## src/rtl/hazard_forward_unit_if.sv

```systemverilog
// ID-stage to hazard/forwarding unit bus: decoded register IDs in,
// forwarding selects, load-use stall and EX destination out.
interface hazard_forward_unit_if #(
    parameter int REG_W = 6
);
    logic             id_valid;
    logic [REG_W-1:0] id_rreg1;
    logic [REG_W-1:0] id_rreg2;
    logic [REG_W-1:0] id_wreg;
    logic             id_is_load;
    logic             flush;
    logic             stall;
    logic [1:0]       fwd_sel1;
    logic [1:0]       fwd_sel2;
    logic [REG_W-1:0] ex_wreg;

    modport master (
        output id_valid, id_rreg1, id_rreg2, id_wreg, id_is_load, flush,
        input  stall, fwd_sel1, fwd_sel2, ex_wreg
    );

    modport slave (
        input  id_valid, id_rreg1, id_rreg2, id_wreg, id_is_load, flush,
        output stall, fwd_sel1, fwd_sel2, ex_wreg
    );
endinterface

```

## src/rtl/hazard_forward_unit.sv

```systemverilog
// Hazard detection and operand forwarding for a 5-stage MIPS pipeline.
// Tracks destination register IDs in EX/MEM/WB and produces forward
// selects (0 regfile, 1 EX, 2 MEM, 3 WB) plus the load-use stall.
// FWD_EN=0 turns every RAW hazard against EX/MEM/WB into a stall.
// Optional: define HAZARD_STALL_CNT_EN to add the 32-bit stall_cnt output.
module hazard_forward_unit #(
    parameter int REG_W  = 6,
    parameter bit FWD_EN = 1'b1
) (
    input logic                 clk,
    input logic                 rst_n,
    hazard_forward_unit_if.slave bus
`ifdef HAZARD_STALL_CNT_EN
    ,
    output logic [31:0]         stall_cnt
`endif
);

    // Only EX needs is_load: the load-use check never looks past EX.
    logic             ex_valid;
    logic [REG_W-1:0] ex_wreg_q;
    logic             ex_load;
    logic             mem_valid;
    logic [REG_W-1:0] mem_wreg;
    logic             wb_valid;
    logic [REG_W-1:0] wb_wreg;

    logic ex_m1, ex_m2, mem_m1, mem_m2, wb_m1, wb_m2;
    logic stall_int;

    function automatic logic [1:0] pick(input logic ex_m, input logic mem_m,
                                        input logic wb_m);
        if (ex_m)       return 2'd1;
        else if (mem_m) return 2'd2;
        else if (wb_m)  return 2'd3;
        else            return 2'd0;
    endfunction

    // Per-slot match against both read IDs; ID 0 never matches.
    always_comb begin
        ex_m1  = ex_valid  && (ex_wreg_q == bus.id_rreg1) && (bus.id_rreg1 != '0);
        ex_m2  = ex_valid  && (ex_wreg_q == bus.id_rreg2) && (bus.id_rreg2 != '0);
        mem_m1 = mem_valid && (mem_wreg  == bus.id_rreg1) && (bus.id_rreg1 != '0);
        mem_m2 = mem_valid && (mem_wreg  == bus.id_rreg2) && (bus.id_rreg2 != '0);
        wb_m1  = wb_valid  && (wb_wreg   == bus.id_rreg1) && (bus.id_rreg1 != '0);
        wb_m2  = wb_valid  && (wb_wreg   == bus.id_rreg2) && (bus.id_rreg2 != '0);
    end

    // Stall decision and forward selects, youngest producer wins.
    always_comb begin
        stall_int    = 1'b0;
        bus.fwd_sel1 = 2'd0;
        bus.fwd_sel2 = 2'd0;
        if (FWD_EN) begin
            stall_int = bus.id_valid && !bus.flush && ex_valid && ex_load &&
                        (ex_m1 || ex_m2);
            if (bus.id_valid) begin
                bus.fwd_sel1 = pick(ex_m1, mem_m1, wb_m1);
                bus.fwd_sel2 = pick(ex_m2, mem_m2, wb_m2);
            end
        end else begin
            stall_int = bus.id_valid && !bus.flush &&
                        (ex_m1 || ex_m2 || mem_m1 || mem_m2 || wb_m1 || wb_m2);
        end
        bus.stall   = stall_int;
        bus.ex_wreg = ex_wreg_q;
    end

    // Advance the stage slots; EX takes a bubble on stall or flush.
    always_ff @(posedge clk or negedge rst_n) begin
        if (!rst_n) begin
            ex_valid  <= 1'b0;
            ex_wreg_q <= '0;
            ex_load   <= 1'b0;
            mem_valid <= 1'b0;
            mem_wreg  <= '0;
            wb_valid  <= 1'b0;
            wb_wreg   <= '0;
        end else begin
            wb_valid  <= mem_valid;
            wb_wreg   <= mem_wreg;
            mem_valid <= ex_valid;
            mem_wreg  <= ex_wreg_q;
            if (stall_int || bus.flush) begin
                ex_valid  <= 1'b0;
                ex_wreg_q <= '0;
                ex_load   <= 1'b0;
            end else begin
                ex_valid  <= bus.id_valid && (bus.id_wreg != '0);
                ex_wreg_q <= bus.id_wreg;
                ex_load   <= bus.id_is_load;
            end
        end
    end

`ifdef HAZARD_STALL_CNT_EN
    // Count stalled cycles; flush cycles never stall so are never counted.
    always_ff @(posedge clk or negedge rst_n) begin
        if (!rst_n)         stall_cnt <= '0;
        else if (stall_int) stall_cnt <= stall_cnt + 32'd1;
    end
`endif

endmodule

```

## src/flat_wrapper.sv

```systemverilog
// flat-port wrapper written by rule: the top's interface ports become plain ports
module hazard_forward_unit_flat 
#(
    parameter int REG_W  = 6,
    parameter bit FWD_EN = 1'b1
)
  (clk, rst_n, bus_id_valid, bus_id_rreg1, bus_id_rreg2, bus_id_wreg, bus_id_is_load, bus_flush, bus_stall, bus_fwd_sel1, bus_fwd_sel2, bus_ex_wreg);
  hazard_forward_unit_if #(.REG_W(REG_W)) bus_i ();
  input logic clk;
  input logic rst_n;
  input wire logic [$bits(bus_i.id_valid)-1:0] bus_id_valid;
  input wire logic [$bits(bus_i.id_rreg1)-1:0] bus_id_rreg1;
  input wire logic [$bits(bus_i.id_rreg2)-1:0] bus_id_rreg2;
  input wire logic [$bits(bus_i.id_wreg)-1:0] bus_id_wreg;
  input wire logic [$bits(bus_i.id_is_load)-1:0] bus_id_is_load;
  input wire logic [$bits(bus_i.flush)-1:0] bus_flush;
  output wire logic [$bits(bus_i.stall)-1:0] bus_stall;
  output wire logic [$bits(bus_i.fwd_sel1)-1:0] bus_fwd_sel1;
  output wire logic [$bits(bus_i.fwd_sel2)-1:0] bus_fwd_sel2;
  output wire logic [$bits(bus_i.ex_wreg)-1:0] bus_ex_wreg;
  assign bus_i.id_valid = bus_id_valid;
  assign bus_i.id_rreg1 = bus_id_rreg1;
  assign bus_i.id_rreg2 = bus_id_rreg2;
  assign bus_i.id_wreg = bus_id_wreg;
  assign bus_i.id_is_load = bus_id_is_load;
  assign bus_i.flush = bus_flush;
  assign bus_stall = bus_i.stall;
  assign bus_fwd_sel1 = bus_i.fwd_sel1;
  assign bus_fwd_sel2 = bus_i.fwd_sel2;
  assign bus_ex_wreg = bus_i.ex_wreg;
  hazard_forward_unit #(.REG_W(REG_W), .FWD_EN(FWD_EN)) u_core (.clk(clk), .rst_n(rst_n), .bus(bus_i));
endmodule
```

## config.mk

```make
export PLATFORM = sky130hd
export DESIGN_NAME = hazard_forward_unit_flat
export DESIGN_NICKNAME = d
export VERILOG_FILES = /design/src/rtl/hazard_forward_unit_if.sv /design/src/rtl/hazard_forward_unit.sv /design/src/flat_wrapper.sv
export SDC_FILE = /design/constraint.sdc
export NUM_CORES = 1
export LEC_CHECK = 0
export ABC_CLOCK_PERIOD_IN_PS = 2100
export BUFFER_PORTS_ARGS = -buffer_cell sky130_fd_sc_hd__buf_4
export CORE_MARGIN = 8
export CORE_UTILIZATION = 50
export DETAILED_ROUTE_END_ITERATION = 12
export PLACE_DENSITY = 0.74
export SLEW_MARGIN = 0
export SYNTH_ARGS = -nofsm -noshare
export SYNTH_HDL_FRONTEND = slang
export SYNTH_SLANG_ARGS = --single-unit
```

## constraint.sdc

```tcl
create_clock -name clk -period 2.1 [get_ports clk]
set_input_delay 0.42 -clock clk [delete_from_list [all_inputs] [get_ports clk]]
set_output_delay 0.42 -clock clk [all_outputs]
set_load 0.01 [all_outputs]
```

==> metrics.md <==
| Metric | Value |
|---|---|
| Worst-path maximum fanout | 3 |
| Final Hold Vio Count | 0 |
| Fillcell total | 160 |
| Total number of vias | 982 |
| Grt total ovfl | 0 |
| Setup-failing EPs final | 5 |
| Simple-Gate Fraction of Synth Area | 21.87% |
| CP peak stage delay | 540 ps |
| Sequential cell area | 551.8 µm² |
| Cells after synthesis | 101 |
| Type of the worst setup path | reg -> out |
| Post-synthesis mux area share | 0% |
| DP Wirelength | 2512 µm |
| Initial Util | 53.28% |
| Wire per inst | 17.74 µm |
| Pre-antenna DRT Iters | 4 |
| Flops & latches, synth | 22 |
| Setup TNS | -885.2 ps |
| Die Height | 64.55 µm |
| Synth Area in Compound Gates | 4.352% |
| CP Capture Type | output port |
| Netlist cell types | 17 |
| Initial detailed-routing violation count | 31 |
| Area of the mapped netlist | 1179 µm² |
| Failing checks | setup timing |
| CTS H-tree lvls | 1 |
| RSZ-0062 raised after global routing | yes |
| Clock power frac | 25.9% |
| Internal | 671.1 µW |
| Max Clock Skew | 1.962 ps |
| Cells on Worst Hold Path | 2 |
| Status | complete, but fails checks |
| # rows | 17 |
| TritonCTS Sinks | 22 |
| CP Data Required Time | 1680 ps |
| Share of cells above drive strength 1 | 43.59% |
| Crit path launch type | flop |
| Initial antenna violation count | 0 |
| Peak supply drop | 0.0004379 V |
| Core Util, Final | 77.21% |
| TritonCTS Buffers | 3 |
| Clock Path Buffers | 2 |
| Xor and xnor area share after synthesis | 26.75% |
| Minimum clock period | 2299 ps |
| Placed Area | 1555 µm² |
| Power Dens Cells | 533.4 nW/µm² |
| FF-to-FF path depth | 6 |
| Drt via density | 5.337 |
| Setup ws final | -199.0 ps |
| Largest family of logic cells by synthesized area | XOR/XNOR gates |
| P&R area growth vs syn | 44.90% |
| Hold WC Path Type | in -> reg |
| Seq pwr share | 51.4% |
| Logic pwr share | 22.7% |
| First-pass GRT wire length | 5043 µm |
| CTS root buf | clkbuf_4 |
| Yosys warning count | 0 |
| WL final | 3264 µm |
| DP Worst Slack | -172.8 ps |
| Sequential share of the synthesized area | 46.71% |
| F_max | 435.0 MHz |
| Die ar. | 4167 µm² |
| Final instance area | 1708 µm² |
| N_diodes | 0 |
| Later-pin clock latency in the skew report | 310 ps |
| CTS tree | done |
| Ports | 34 |
| Antenna Nets Post-Route | 0 |
| Remaining DRCs | 0 |
| Sw Share | 26.34% |
| Multi-input gate area | 673.1 µm² |
| Max-Cap Viols | 0 |
| Most common cell after layout, fill and taps aside | buf_4 |
| Largest net degree at the start of global routing | 23 |
| Nets | 180 |
| Switching pwr | 240.0 µW |
| Lkg Pwr | 0.0007274 µW |
| Number of global-route vias before repair | 1100 |
| Most frequent cells in the layout | 46 x buf_4, 32 x xnor2_1, 21 x dfrtp_1 |
| Arr. time, crit path | 1880 ps |
| Syn Nets | 124 |
| Crit share post-route | 109.5% |
| Post-synthesis adder-cell area fraction | 0% |
| IO Port Bufs | 33 |
| GRT Util Overall | 15.21% |
| Global placer's final weighted congestion | 0.8387 |
| Crit path cell chain | xnor2_1 -> nand3_1 -> or4_4 -> a21oi_4 -> buf_6 |
| Final Max Slew Viols | 0 |
| Max-slew headroom | 73.52% |
| Clock-pin slew on the worst setup and hold paths | 120 ps |
| Core region area | 2212 µm² |
| Syn_area_per_cell | 11.67 µm² |
| Die width | 64.55 µm |
| CP max-delay cell | or4_4 |
| Actual slew at the worst max-slew pin | 394.1 ps |
-- metrics by stage --
stage,instances,hold WS (ps),power [µW]
finish,184,338.7,911.1
global route,184,347.9,942.1
CTS,183,344.1,895.9
detailed placement,174,326.8,658.6
global placement,174,319.4,653.8
floorplan,101,124.4,556.2
-- cells by family (layout without fill, tap and decap cells) --
group	count (synthesis)	in the layout
buf+inv	1	56
simple gates	37	37
xor+xnor	36	36
flops	22	22
compound gates	5	5
-- flip-flops by register name (all words and copies together) (netlist names) --
name and flops:
u_core.bus.ex_wreg 6, u_core.wb_wreg 6, u_core.wb_valid 1, u_core.mem_wreg 6, u_core.ex_load 1, u_core.ex_valid 1
u_core.mem_valid 1
-- final cells by class --
cell class | instances | share of cell area (%)
flip-flops and latches | 22 | 32.31
multi-input cells | 78 | 39.41
repair buffers | 52 | 24.10
well taps | 28 | 2.051
clock buffers | 4 | 2.125
-- per-layer routing --
layer,global-route usage (%),part of all wire (%),vias to the layer above
li1,-,-,464
met1,17.37,41,478
met2,27.70,52,32
met3,3.436,4.9,8
met4,4.087,2.0,0
met5,0,0,-
-- synth_stat cells --
library cell	number	area (µm²)
nor3b_1	7	52.55
o211a_1	2	20.02
a21boi_0	2	15.01
nand4b_1	1	8.760
a21oi_4	1	16.27
nor3_1	5	25.02
nand2_1	4	15.01
or4_4	2	22.52
buf_1	1	3.750
or4_1	3	22.52
xnor2_1	36	315.3
nor4b_4	1	23.77
nand2b_1	2	12.51
nand3_1	6	30.03
nand4_1	4	25.02
nor3_2	2	20.02
dfrtp_1	22	550.5
-- critical path: cells and delay by family (launching register included) --
family / cells / cell delay (ps)
AND/OR/NAND/NOR: 2 / 650
flip-flops: 1 / 430
XOR/XNOR: 1 / 190
AO/OA/AOI/OAI: 1 / 190
buffers and inverters: 1 / 120
-- power by group through the flow --
stage               Clock (µW)  Sequential [µW]  Combinational [µW]
finish                     236              468                 207
global placement             0              475                 178
floorplan                    0              475                81.3
detailed placement           0              477                 182
CTS                        234              467                 195
global route               249              471                 222
-- what timing repair did --
action                                 in CTS  in global routing
resized for setup                           8                  7
setup endpoints to repair                   5                  5
buffers inserted                            4                  1
hold buffers                                1                  0
endpoints found under the hold margin      22                  0
pin swaps                                   4                  6
-- final timing paths --
check	start	endpoint	slack, ps
worst max-delay path	u_core.bus.ex_wreg[0]	bus_stall	-200
worst min-delay path	bus_flush	u_core.ex_valid	340
worst max register to register	u_core.bus.ex_wreg[0]	u_core.ex_valid	300
worst min register to register	u_core.mem_valid	u_core.wb_valid	450
max in group asynchronous	rst_n	u_core.bus.ex_wreg[4]	1330
min in group asynchronous	rst_n	u_core.bus.ex_wreg[3]	530
No activity file was read; power rests on OpenSTA's default activity.
